`config.mk`:
```
export PLATFORM = sky130hd
export DESIGN_NAME = pio_bank
export DESIGN_NICKNAME = d
export VERILOG_FILES = /design/src/rtl/pio_bank_pkg.sv /design/src/rtl/pio_debounce.sv /design/src/rtl/pio_bank.sv
export SDC_FILE = /design/constraint.sdc
export NUM_CORES = 1
export LEC_CHECK = 0
export ABC_AREA = 0
export CAP_MARGIN = 20
export CORE_AREA = 2 2 409 208
export DETAILED_ROUTE_END_ITERATION = 10
export DIE_AREA = 0 0 411 210
export PLACE_DENSITY = 0.72
export SLEW_MARGIN = 10
export SYNTH_ARGS = -nofsm -noshare
export SYNTH_HDL_FRONTEND = slang
export SYNTH_SLANG_ARGS = --single-unit
```
`constraint.sdc`:
```
create_clock -name clk -period 6 [get_ports clk]
set_clock_uncertainty 0.05 [all_clocks]
set_input_delay 1.5 -clock clk [delete_from_list [all_inputs] [get_ports clk]]
set_output_delay 1.5 -clock clk [all_outputs]
set_load 0.05 [all_outputs]
```
`src/rtl/pio_bank_pkg.sv`:
```
// pio_bank_pkg: shared definitions for the PIO bank.
//   - pio_reg_e   : per-channel register offsets (low two address bits)
//   - EDGE_*      : edge-capture sense selectors for the EDGE_MODE parameter
//   - BUS_W       : width of the memory-mapped data bus
package pio_bank_pkg;

    localparam int BUS_W = 32;

    typedef enum logic [1:0] {
        REG_DATA = 2'd0,   // R: debounced input word, W: load output register
        REG_MASK = 2'd1,   // RW: interrupt mask
        REG_EDGE = 2'd2,   // R: captured edges, W: write-1-to-clear
        REG_SET  = 2'd3    // R: output register, W: OR into output register
    } pio_reg_e;

    localparam int EDGE_RISE = 0;
    localparam int EDGE_FALL = 1;
    localparam int EDGE_BOTH = 2;

endpackage

```
`src/rtl/pio_debounce.sv`:
```
// pio_debounce: input conditioning for one PIO channel.
//   2-FF synchronizer -> debounce counter -> stable word -> edge detect.
// Ports:
//   clk, reset_n : clock, asynchronous active-low reset
//   din          : raw asynchronous input word
//   stable_o     : debounced word (what DATA reads)
//   edge_o       : one-cycle edge pulses per bit, selected by EDGE_MODE
module pio_debounce
    import pio_bank_pkg::*;
#(
    parameter int DATA_W     = 32,
    parameter int DEB_CYCLES = 16,
    parameter int EDGE_MODE  = EDGE_RISE
) (
    input  logic              clk,
    input  logic              reset_n,
    input  logic [DATA_W-1:0] din,
    output logic [DATA_W-1:0] stable_o,
    output logic [DATA_W-1:0] edge_o
);

    logic [DATA_W-1:0] sync1_q;
    logic [DATA_W-1:0] sync2_q;
    logic [DATA_W-1:0] stable;
    logic [DATA_W-1:0] stable_dly_q;
    logic [DATA_W-1:0] rise;
    logic [DATA_W-1:0] fall;

    always_ff @(posedge clk or negedge reset_n) begin
        if (!reset_n) begin
            sync1_q      <= '0;
            sync2_q      <= '0;
            stable_dly_q <= '0;
        end else begin
            sync1_q      <= din;
            sync2_q      <= sync1_q;
            stable_dly_q <= stable;
        end
    end

    generate
        if (DEB_CYCLES == 0) begin : g_bypass
            assign stable = sync2_q;
        end else begin : g_debounce
            localparam int CNT_W = $clog2(DEB_CYCLES + 1);

            logic [CNT_W-1:0]  cnt_q;
            logic [CNT_W-1:0]  cnt_d;
            logic [DATA_W-1:0] stable_q;
            logic [DATA_W-1:0] stable_d;

            // sync1_q is the candidate for the next cycle, so a mismatch with
            // sync2_q means the candidate changes at this edge: restart.
            // cnt_q counts edges the candidate has already been held; the
            // DEB_CYCLES-th unchanged edge commits it to the stable word.
            always_comb begin
                cnt_d    = cnt_q;
                stable_d = stable_q;
                if (sync1_q != sync2_q) begin
                    cnt_d = '0;
                end else begin
                    if (cnt_q < CNT_W'(DEB_CYCLES)) begin
                        cnt_d = cnt_q + CNT_W'(1);
                    end
                    if (cnt_q >= CNT_W'(DEB_CYCLES - 1)) begin
                        stable_d = sync2_q;
                    end
                end
            end

            always_ff @(posedge clk or negedge reset_n) begin
                if (!reset_n) begin
                    cnt_q    <= '0;
                    stable_q <= '0;
                end else begin
                    cnt_q    <= cnt_d;
                    stable_q <= stable_d;
                end
            end

            assign stable = stable_q;
        end
    endgenerate

    always_comb begin
        rise = stable & ~stable_dly_q;
        fall = ~stable & stable_dly_q;
        case (EDGE_MODE)
            EDGE_FALL: edge_o = fall;
            EDGE_BOTH: edge_o = rise | fall;
            default:   edge_o = rise;
        endcase
    end

    assign stable_o = stable;

endmodule

```
`src/rtl/pio_bank.sv`:
```
// pio_bank: NUM_CH-channel memory-mapped PIO block.
// Ports:
//   clk, reset_n       : clock, asynchronous active-low reset
//   avs_address        : {channel, register}; register in the low two bits
//   avs_read/avs_write : single-cycle access strobes, no wait states
//   avs_writedata      : write data; bits above DATA_W ignored
//   avs_readdata       : registered read data, zero above DATA_W
//   avs_readdatavalid  : pulses exactly one cycle after each avs_read
//   pio_in             : asynchronous inputs, channel c at [c*DATA_W +: DATA_W]
//   pio_out            : registered outputs, same packing
//   irq                : registered level interrupt, any (EDGE_CAP & IRQ_MASK)
//
// Bus handshake: there is no ready/waitrequest; an access is accepted on the
// edge where its strobe is high. A read produces avs_readdatavalid=1 with its
// data on the following cycle only; avs_readdata holds otherwise. A read in
// the same cycle as a write returns the value from before that write.
module pio_bank
    import pio_bank_pkg::*;
#(
    parameter int NUM_CH     = 4,
    parameter int DATA_W     = 32,
    parameter int DEB_CYCLES = 16,
    parameter int EDGE_MODE  = EDGE_RISE
) (
    input  logic                       clk,
    input  logic                       reset_n,
    input  logic [$clog2(NUM_CH)+1:0]  avs_address,
    input  logic                       avs_read,
    input  logic                       avs_write,
    input  logic [BUS_W-1:0]           avs_writedata,
    output logic [BUS_W-1:0]           avs_readdata,
    output logic                       avs_readdatavalid,
    input  logic [NUM_CH*DATA_W-1:0]   pio_in,
    output logic [NUM_CH*DATA_W-1:0]   pio_out,
    output logic                       irq
);

    localparam int ADDR_W = $clog2(NUM_CH) + 2;

    typedef logic [NUM_CH-1:0][DATA_W-1:0] bank_t;

    bank_t out_q, out_d;
    bank_t mask_q, mask_d;
    bank_t edge_q, edge_d;
    bank_t stable_w;
    bank_t edge_w;

    logic             irq_q, irq_d;
    logic [BUS_W-1:0] rdata_q, rdata_d;
    logic             rvalid_q, rvalid_d;

    logic [ADDR_W-1:0] ch_addr;
    pio_reg_e          reg_sel;
    logic [DATA_W-1:0] wdata;
    logic              unused_wdata;

    // Channel index keeps full address width so indices >= NUM_CH simply
    // match no channel: reads return 0, writes are dropped.
    assign ch_addr      = avs_address >> 2;
    assign reg_sel      = pio_reg_e'(avs_address[1:0]);
    assign wdata        = avs_writedata[DATA_W-1:0];
    assign unused_wdata = ^avs_writedata;

    for (genvar g = 0; g < NUM_CH; g++) begin : g_ch
        pio_debounce #(
            .DATA_W     (DATA_W),
            .DEB_CYCLES (DEB_CYCLES),
            .EDGE_MODE  (EDGE_MODE)
        ) u_deb (
            .clk      (clk),
            .reset_n  (reset_n),
            .din      (pio_in[g*DATA_W +: DATA_W]),
            .stable_o (stable_w[g]),
            .edge_o   (edge_w[g])
        );
    end

    // Register writes. The capture OR is applied after the W1C mask so a
    // fresh edge in the clearing cycle survives.
    always_comb begin
        out_d  = out_q;
        mask_d = mask_q;
        edge_d = edge_q;
        for (int c = 0; c < NUM_CH; c++) begin
            if (avs_write && (ch_addr == ADDR_W'(c))) begin
                case (reg_sel)
                    REG_DATA: out_d[c]  = wdata;
                    REG_MASK: mask_d[c] = wdata;
                    REG_EDGE: edge_d[c] = edge_q[c] & ~wdata;
                    REG_SET:  out_d[c]  = out_q[c] | wdata;
                    default:  ;
                endcase
            end
        end
        edge_d = edge_d | edge_w;
    end

    assign irq_d = |(edge_q & mask_q);

    // Read mux works on current register values, giving read-before-write.
    always_comb begin
        rdata_d  = rdata_q;
        rvalid_d = avs_read;
        if (avs_read) begin
            rdata_d = '0;
            for (int c = 0; c < NUM_CH; c++) begin
                if (ch_addr == ADDR_W'(c)) begin
                    case (reg_sel)
                        REG_DATA: rdata_d = BUS_W'(stable_w[c]);
                        REG_MASK: rdata_d = BUS_W'(mask_q[c]);
                        REG_EDGE: rdata_d = BUS_W'(edge_q[c]);
                        REG_SET:  rdata_d = BUS_W'(out_q[c]);
                        default:  rdata_d = '0;
                    endcase
                end
            end
        end
    end

    always_ff @(posedge clk or negedge reset_n) begin
        if (!reset_n) begin
            out_q    <= '0;
            mask_q   <= '0;
            edge_q   <= '0;
            irq_q    <= 1'b0;
            rdata_q  <= '0;
            rvalid_q <= 1'b0;
        end else begin
            out_q    <= out_d;
            mask_q   <= mask_d;
            edge_q   <= edge_d;
            irq_q    <= irq_d;
            rdata_q  <= rdata_d;
            rvalid_q <= rvalid_d;
        end
    end

    assign pio_out           = out_q;
    assign irq               = irq_q;
    assign avs_readdata      = rdata_q;
    assign avs_readdatavalid = rvalid_q;

endmodule

```
==> flow_summary.yaml <==
placed_design:
  io_buffers: 329
  dp_hpwl_um: 104000
  numPlacedInstances: 4181
  gp_congestion: 1.07
  place_area_mm2: 0.0416
yosys:
  synthFlopType: "dfrtp_1"
  ys_seq_area_share_pct: 64.2
  synth_area_leaders: "dfrtp_1 (64%), mux2_2 (8.5%), o21ai_0 (3.7%)"
  synth_area_mm2: 0.0370
  synth_top_area_cell: "dfrtp_1"
  async_flop_share_pct: 100
  syn_area_per_cell_um2: 12.9
  muxShareOfSynthArea_pct: 10.3
  syn_nets: 3050
  synth-edff-count: 0
  synth-adder-area-share_pct: 0.406
  synth_cell_type_count: 41
  synth_compound_area_share_pct: 14.6
  synth_xor_area_share_pct: 3.31
  ys_ff_latch: 950
  yosysTopAreaCellShare_pct: 64.2
  synth-simple-area-share_pct: 3.61
  syn_inst: 2870
  synth_top_family_by_area: "compound AO/OA/AOI/OAI gates"
  ys_warn_count: 0
global_routing:
  gr-total-overflow: 0
  grt_pass1_vias: 25500
  grt_usage_pct: 32.5
  grt_pass1_wl_um: 197000
  antenna_found_initial: 7
  grt_start_max_net_pins: 156
detailed_routing:
  drt_iter0_drc: 3513
  ant_nets: 0
  first_pass_iters: 6
  top_layer: "met5"
  vias_per_cell: 6.08
  dr_wl_met2_um: 55300
  vias: 26400
  met3_length_um: 22800
  drc: 0
  m1WireLength_um: 58600
  wirelength_um: 140000
  wl_per_cell_um: 32.3
clocking:
  root_buffer: "clkbuf_16"
  holdBufCountCts: 0
  numCtsBuffers: 83
  cts.sinks: 950
  cts_resized: 0
  clock_path_buffers: 3
  post-cts-setup-buffers: 0
  tritoncts: "done"
  clkTransAtPathRegs_ns: 0.07
  insertion_delay_ns: 0.68
  htreeDepth: 3
setup_path:
  r2r_cells: 6
  worstReg2RegStart: "g_ch[1].u_deb.sync2_q[19]$_DFF_PN0_"
  r2r_slack_ns: 2.93
  path_max_fanout: 32
  endpoint: "mask_q[50]$_DFFE_PN0P_"
  critPathSlowestCell: "or2_2"
  crit_path_end_kind: "flop"
  crit_start: "avs_address[1]"
  critPathArrivalTime_ns: 4.76
  cpMostUsedCell: "inv_1"
  critical_path.top_delay_family: "buffers and inverters"
  worstPathRequired_ns: 6.50
  worst_r2r_endpoint: "g_ch[1].u_deb.stable_o[0]$_DFFE_PN0P_"
  cp_num_cells: 6
  worstPathCellList: "clkdlybuf4s50_1, inv_1, ha_4, inv_1, or2_2, mux2_2"
  critPathMaxStageDelay_ns: 1.03
  path_buf_inv: 3
  worstSetupStartpointType: "primary input"
  crit_type: "in2reg"
floorplanning:
  dieArea_mm2: 0.0863
  die_y_um: 210
  fp-row-count: 75
  die_w_um: 411
  coreArea_mm2: 0.0830
  start_util_pct: 44.6
  num_io_pins: 330
timing:
  setup_violations: 0
  finalHoldViolations: 0
  slew_headroom_pct: 19.5
  worst_slew_pin_slew_ns: 1.21
  hold_slack_ns: 0.337
  drv_slew: 0
  fin_setup_tns_ns: 0
  max_freq_mhz: 234
  period_needed_ns: 4.27
  finalCritPeriodShare_pct: 71.1
  rsz0062_at_grt: "no"
finish:
  fin_cells: 4335
  final_area_mm2: 0.0445
  num-fill-cells: 7111
  fin_nets: 3331
  area_growth_pct: 20.3
  utilization_pct: 53.6
  drive_gt1_share_pct: 15.3
outcome:
  status: "complete, no violations"
job:
  drv_cap: 0
power:
  ir_worst_vdd_mv: 0.301
  leakage_nw: 19.3
  power.density_mw_per_mm2: 389
worst_hold_path:
  worstHoldPathCells: 0
  hold_class: "reg2reg"
## logic make-up after synthesis
group	count (synthesis)
AO/OA/AOI/OAI	799
XOR/XNOR	140
adder cells (fa/ha/maj)	12
buffers and inverters	329
flip-flops	950
multiplexers	344
AND/OR/NAND/NOR	296
## registers in the layout, summed over array words and instances (netlist names)
name and cells:
irq 1, edge_q 128, avs_readdata 32, g_ch.u_deb.g_debounce.cnt_q 20, g_ch.u_deb.sync1_q 128, g_ch.u_deb.stable_o 128, avs_readdatavalid 1, pio_out 128
g_ch.u_deb.sync2_q 128, mask_q 128, g_ch.u_deb.stable_dly_q 128
## worst register-to-register path, delay by kind of cell, from the launching register on
family	cells	cell delay (ns)
multiplexers	1	0.31
AND/OR/NAND/NOR	3	1.49
XOR/XNOR	1	0.19
buffers and inverters	1	0.52
flip-flops	1	0.39
## how the worst min path moves through the flow
| stage | start | end |
|---|---|---|
| floorplan | g_ch[0].u_deb.stable_o[28]$_DFFE_PN0P_ | g_ch[0].u_deb.stable_dly_q[28]$_DFF_PN0_ |
| global placement | g_ch[1].u_deb.sync1_q[30]$_DFF_PN0_ | g_ch[1].u_deb.sync2_q[30]$_DFF_PN0_ |
| detailed placement | g_ch[1].u_deb.sync1_q[26]$_DFF_PN0_ | g_ch[1].u_deb.sync2_q[26]$_DFF_PN0_ |
| CTS | g_ch[3].u_deb.sync1_q[27]$_DFF_PN0_ | g_ch[3].u_deb.sync2_q[27]$_DFF_PN0_ |
| global route | g_ch[1].u_deb.sync1_q[30]$_DFF_PN0_ | g_ch[1].u_deb.sync2_q[30]$_DFF_PN0_ |
| finish | g_ch[3].u_deb.sync1_q[27]$_DFF_PN0_ | g_ch[3].u_deb.sync2_q[27]$_DFF_PN0_ |
## cell usage in the layout (no fill, tap or decap), types with 78 or more instances in the layout
cell type        count
dfrtp_1            950
a21oi_1             84
nand2_1            111
inv_1              138
xnor2_1            135
a22o_1             150
a22oi_1            104
mux2_2             278
clkdlybuf4s50_1    325
clkbuf_16           89
o21ai_0            273
nor2_1              78
## final cells by class
cell class	instances	area [µm²]	area share, %
Clock buffer	112	2430	5.47
Timing Repair Buffer	387	3890	8.73
Sequential cell	950	23800	53.4
Clock inverter	35	484	1.09
Tap cell	1116	1400	3.14
Multi-Input combinational cell	1591	12000	27.0
Antenna cell	6	15.0	0.0337
Inverter	138	518	1.16
## synthesized netlist by cell type (8+ instances only)
cell type / number
xnor2_1: 135
mux2_1: 8
inv_1: 138
o311ai_0: 10
o21ai_0: 273
buf_1: 17
nand4_1: 45
dfrtp_1: 950
mux2i_1: 58
a211o_1: 14
ha_1: 12
nand3_1: 27
clkbuf_2: 32
nand2_1: 111
a21oi_1: 84
a22oi_1: 104
clkbuf_1: 97
nor2_1: 83
a22o_1: 150
a221oi_1: 62
o22a_1: 14
buf_2: 45
mux2_2: 278
o211ai_1: 10
a211oi_1: 14
nor4_1: 8
a31oi_1: 44
## through the flow
stage	setup slack, ns	power (mW)
floorplan	2.85	9.65
global placement	1.27	11.4
detailed placement	1.24	11.4
CTS	1.95	17.2
global route	1.83	17.8
finish	1.73	17.3
## metal layers
layer  GRT usage [%]  up-vias
met5               0        -
met4            7.38        2
met2            42.2     1587
li1                -    10900
met3            18.9      212
met1            46.1    13700
## power breakdown
group	switching, mW	internal [mW]	total, mW
combinational	1.99	1.24	3.23
clock	2.50	3.33	5.83
sequential	1.11	7.13	8.24
Note: power is estimated with default switching activity, not from simulation.
==> edit 1 (config.mk and constraints unchanged) <==
Register the inputs `avs_address`, `avs_read`, `avs_write`, `avs_writedata` and `pio_in` before use, with the module's reset. The logic sees them one clock later. Comments in the files are not updated.
--- a/src/rtl/pio_bank.sv
+++ b/src/rtl/pio_bank.sv
@@ -40,4 +40,26 @@
     typedef logic [NUM_CH-1:0][DATA_W-1:0] bank_t;
 
+    logic [$clog2(NUM_CH)+1:0] avs_address_q;
+    logic avs_read_q;
+    logic avs_write_q;
+    logic [BUS_W-1:0] avs_writedata_q;
+    logic [NUM_CH*DATA_W-1:0] pio_q;
+
+    always_ff @(posedge clk or negedge reset_n) begin
+        if (!reset_n) begin
+            avs_address_q   <= '0;
+            avs_read_q      <= '0;
+            avs_write_q     <= '0;
+            avs_writedata_q <= '0;
+            pio_q           <= '0;
+        end else begin
+            avs_address_q   <= avs_address;
+            avs_read_q      <= avs_read;
+            avs_write_q     <= avs_write;
+            avs_writedata_q <= avs_writedata;
+            pio_q           <= pio_in;
+        end
+    end
+
     bank_t out_q, out_d;
     bank_t mask_q, mask_d;
@@ -57,8 +79,8 @@
     // Channel index keeps full address width so indices >= NUM_CH simply
     // match no channel: reads return 0, writes are dropped.
-    assign ch_addr      = avs_address >> 2;
-    assign reg_sel      = pio_reg_e'(avs_address[1:0]);
-    assign wdata        = avs_writedata[DATA_W-1:0];
-    assign unused_wdata = ^avs_writedata;
+    assign ch_addr      = avs_address_q >> 2;
+    assign reg_sel      = pio_reg_e'(avs_address_q[1:0]);
+    assign wdata        = avs_writedata_q[DATA_W-1:0];
+    assign unused_wdata = ^avs_writedata_q;
 
     for (genvar g = 0; g < NUM_CH; g++) begin : g_ch
@@ -70,5 +92,5 @@
             .clk      (clk),
             .reset_n  (reset_n),
-            .din      (pio_in[g*DATA_W +: DATA_W]),
+            .din      (pio_q[g*DATA_W +: DATA_W]),
             .stable_o (stable_w[g]),
             .edge_o   (edge_w[g])
@@ -83,5 +105,5 @@
         edge_d = edge_q;
         for (int c = 0; c < NUM_CH; c++) begin
-            if (avs_write && (ch_addr == ADDR_W'(c))) begin
+            if (avs_write_q && (ch_addr == ADDR_W'(c))) begin
                 case (reg_sel)
                     REG_DATA: out_d[c]  = wdata;
@@ -101,6 +123,6 @@
     always_comb begin
         rdata_d  = rdata_q;
-        rvalid_d = avs_read;
-        if (avs_read) begin
+        rvalid_d = avs_read_q;
+        if (avs_read_q) begin
             rdata_d = '0;
             for (int c = 0; c < NUM_CH; c++) begin
Behaviour: not the same (Yosys sat finds a counterexample within 4 cycles, from zero or initial values and one cycle with reset_n low).
==> edit 1 against the unedited design <==
Register-to-register slack got worse by 0.60 ns. Wire length is 1.2% lower. Area after synthesis increased by 13%. Non-clock buffer count is 9 higher. Combinational power decreased by 16%. Sequential cell count grew 166. Largest power group unchanged. Power rose by 5.3%. Critical path depth is 5 lower. Clock power is 13% higher. Utilization grew 6.1 points. Design area grew 11%. Setup slack better by 0.59 ns. Sequential power grew 8.4%.
==> edit 1: results (changes against the unedited design) <==
| Metric | Value |
|---|---|
| Status | completed |
| Post-synthesis cell count | 3044 (+6.1%) |
| Placed cell areas | 46200 sq um (+11%) |
| Reg power frac | 49.0% (+1.4 points) |
| Longest Clk Path Bufs | 3 (unchanged) |
| Syn Nets | 3224 (+5.7%) |
| Gp weighted congestion | 1.01 (-5.7%) |
| Min-Delay Path Class | reg2reg |
| Vias per inst | 6.15 (+1.1%) |
| Synth warn | 0 (unchanged) |
| Setup Slack @ Placement | 2.53 ns (+1.28 ns) |
| Crit-path leading delay family | buffers and inverters |
| Largest net degree at the start of global routing | 133 (-15%) |
| Tot Pwr | 18.2 mW (+5.3%) |
| Clk pin slew, worst setup/hold paths | 0.07 ns (about the same) |
| CTS root buf | clkbuf_16 |
| CTS H-Tree Depth | 3 (unchanged) |
| Post-DP HPWL | 99.4 mm (-4.0%) |
| Ys async rst share | 100% (unchanged) |
| TritonRoute pass-1 iters | 6 (unchanged) |
| # fillers | 6512 (-8.4%) |
| Worst Tran Pin Value | 1.23 ns (+0.0213 ns) |
| P_leak | 22.2 nW (+15%) |
| Register area share after synthesis | 66.8% (+2.6 points) |
| 1st-iter DRT viols | 4082 (+16%) |
| Post-CTS setup buffers | 0 (unchanged) |
| Vias after detailed routing | 27908 (+5.8%) |
| Crit Path Max Fanout | 3 (-91%) |
| Slowest-stage cell, CP | clkdlybuf4s50_1 |
| Placed instance count | 4363 (+4.4%) |
| Switch share | 29.3% (-3.0 points) |
| Most common library cells after synthesis | dfrtp_1, o21ai_0, mux2_2 |
| Total GRT Usage | 32.2% (-0.22 points) |
| Top cells by area, synth | dfrtp_1, mux2_2, mux2_4 |
| Layout cells sized above 1 | 15.3% (about the same) |
| DR WL/cell | 30.4 um (-5.6%) |
| Synth unique cells | 52 (+27%) |
| Initial antenna violation count | 8 (+1) |
| P_comb | 2.72 mW (-16%) |
| Worst Path Arrival | 2.13 ns (-2.63 ns) |
| First-pass GRT wire length | 198 mm (+0.86%) |
| Port Buf Inserts | 329 (unchanged) |
| Slowest stage delay, CP | 0.88 ns (-0.15 ns) |
| Final #Nets | 3525 (+5.8%) |
| Num CTS Buffers | 95 (+14%) |
| Post_cts resized | 0 (unchanged) |
| Vias in the first global route | 27231 (+6.8%) |
| Clk_lat worst skew | ~0.69 ns |
| Max IR drop VDD | 0.000329 V (+9.1%) |
## edit 1: cell count changes in the layout (fill, tap and decap cells not counted), moves of 6 or more
cell       delta
nand2_1      +12
mux2_2      -108
dfrtp_1     +163
clkbuf_1      +8
clkbuf_16    +10
nor4_1        -7
clkbuf_8      +6
mux2_4      +103
buf_4         +7
## edit 1: logic make-up after synthesis
group           synth area share [%]
compound gates                  13.0
fa+ha+maj                      0.359
xor+xnor                        2.93
mux                             9.79
simple gates                    3.56
buf+inv                         3.54
flops                           66.8
## edit 1: worst paths after layout
path	startpoint	endpoint	slack, ns	cells after the start
max in group asynchronous	reset_n	g_ch[2].u_deb.g_debounce.cnt_q[2]	3.71	3
hold reg to reg	pio_q[35]	g_ch[1].u_deb.sync1_q[3]	0.29	0
setup reg to reg	avs_address_q[3]	pio_out[124]	2.33	5
setup / recovery	pio_out[29]	pio_out[29]	2.32	1
min in group asynchronous	reset_n	pio_out[117]	0.77	1
hold / removal	pio_q[35]	g_ch[1].u_deb.sync1_q[3]	0.29	0
## edit 1: area by class of cell
| cell class | count | area (sq um) | share of cell area [%] |
|---|---|---|---|
| sequential | 1116 | 27900 | 56.4 |
| multi-input combinational | 1597 | 12400 | 25.1 |
| timing repair buffer | 396 | 3950 | 7.97 |
| clock buffer | 136 | 2800 | 5.64 |
| tap | 1116 | 1400 | 2.82 |
| inverter | 139 | 522 | 1.05 |
| clock inverter | 36 | 488 | 0.985 |
| antenna | 4 | 10.0 | 0.0202 |
## edit 1: routing by layer
layer	track usage, %	part of all wire [%]	up-vias	wire length [um]
met2	41.6	39	1722	54500
met4	8.49	2.6	4	3650
li1	-	-	11476	-
met1	47.7	42	14486	58100
met3	16.1	16	220	21700
met5	0.222	0.095	-	131
==> edit 2 (config.mk and constraints unchanged) <==
Made on the original files. Change the package constant `BUS_W` from 32 to 48.
--- a/src/rtl/pio_bank_pkg.sv
+++ b/src/rtl/pio_bank_pkg.sv
@@ -5,5 +5,5 @@
 package pio_bank_pkg;
 
-    localparam int BUS_W = 32;
+    localparam int BUS_W = 48;
 
     typedef enum logic [1:0] {
Ports: changed (resized avs_readdata and avs_writedata); port bits go from 330 to 362. The function was not compared with the original's and may differ.
==> edit 2 against the unedited design <==
Synthesized cell count is 0.56% higher. Setup slack better by 0.18 ns. Sequential cell count stayed put. Via count is 0.30% higher. Hold slack better by 0.0012 ns. Area after synthesis is 0.36% higher. Design area is 0.10% lower. Power is 1.4% lower. Wire length is 4.2% lower. Critical path type unchanged. Largest cell class unchanged. Highest routed layer unchanged.
==> edit 2: results (changes against the unedited design) <==
| Metric | Value |
|---|---|
| Status | completed |
| Top cells by area, synth | dfrtp_1, mux2_1, o21ai_0 |
| Max IR drop VDD | 0.000286 V (-4.9%) |
| Num CTS Buffers | 82 (-1.2%) |
| Hold slack | 0.339 ns (+0.00124 ns) |
| Vias in the first global route | 25396 (-0.40%) |
| Crit Path Max Fanout | 29 (-9.4%) |
| Gp weighted congestion | 1.03 (-3.7%) |
| Synth unique cells | 48 (+17%) |
| Slowest-stage cell, CP | ha_2 |
| Reg2reg setup slack | 2.61 ns (-0.32 ns) |
| Most common library cells after synthesis | dfrtp_1, o21ai_0, mux2_1 |
| Total GRT Usage | 31.0% (-1.5 points) |
| Reg power frac | 47.5% (about the same) |
| Met1 WL | 56.2 mm (-4.0%) |
| Critical path origin | avs_address[0] |
| CP Capture Point | avs_readdata[31] |
| Layout cells sized above 1 | 8.97% (-6.3 points) |
| Reg2reg end | g_ch[2].u_deb.stable_o[5] |
| Met2 WL | 51.9 mm (-6.2%) |
| Placed cell areas | 41600 sq um (about the same) |
| RR Startpoint | g_ch[2].u_deb.sync2_q[15] |
| DR WL/cell | 30.9 um (-4.3%) |
| Met3 Routed Length | 21.6 mm (-5.5%) |
| Vias per inst | 6.09 (+0.18%) |
| Worst Tran Pin Value | 1.31 ns (+0.103 ns) |
| Combinational power share | 19.0% (+0.3 points) |
| Register area share after synthesis | 64.0% (-0.23 points) |
| Final #Nets | 3356 (+0.75%) |
## edit 2: cell type report
| type | instances | share of cell area [%] |
|---|---|---|
| Sequential cell | 950 | 53.5 |
| Multi-Input combinational cell | 1605 | 27.1 |
| Timing Repair Buffer | 381 | 8.67 |
| Clock buffer | 118 | 5.45 |
| Tap cell | 1116 | 3.14 |
| Inverter | 140 | 1.18 |
| Clock inverter | 27 | 0.934 |
| Antenna cell | 3 | 0.0169 |
## edit 2: cells by family (layout without fill, tap and decap cells)
family	Yosys count	in the layout	share of synthesized area (%)
muxes	339	339	10.1
DFF	950	950	64.0
buffers and inverters	346	666	4.01
adders and majority gates	12	12	0.404
and+or+nand+nor	305	305	3.72
other	1	19	0.0101
xor gates and xnor gates	140	140	3.30
AOI/OAI and AO/OA	793	793	14.4
## edit 2: metal layers
layer,track usage (%),vias up
met3,16.2,274
met5,0,-
met4,9.14,8
met2,39.7,1756
li1,-,10913
met1,44.9,13496
## edit 2: metrics by stage
step	instances	total power, mW	setup slack [ns]	util (%)
6_report	4340	17.1	1.92	53.6
5_1_grt	4337	17.6	1.92	53.6
4_1_cts	4335	17.0	2.06	53.5
3_5_place_dp	4190	11.3	1.37	50.1
3_3_place_gp	4190	11.3	1.43	50.1
2_1_floorplan	2901	9.65	2.89	-
## edit 2: worst register-to-register path, delay by kind of cell (launching register included)
family        cells  cell delay [ns]
mux               1             0.36
flops             1             0.38
buf+inv           1             0.55
xor+xnor          1             0.59
simple gates      3             1.36
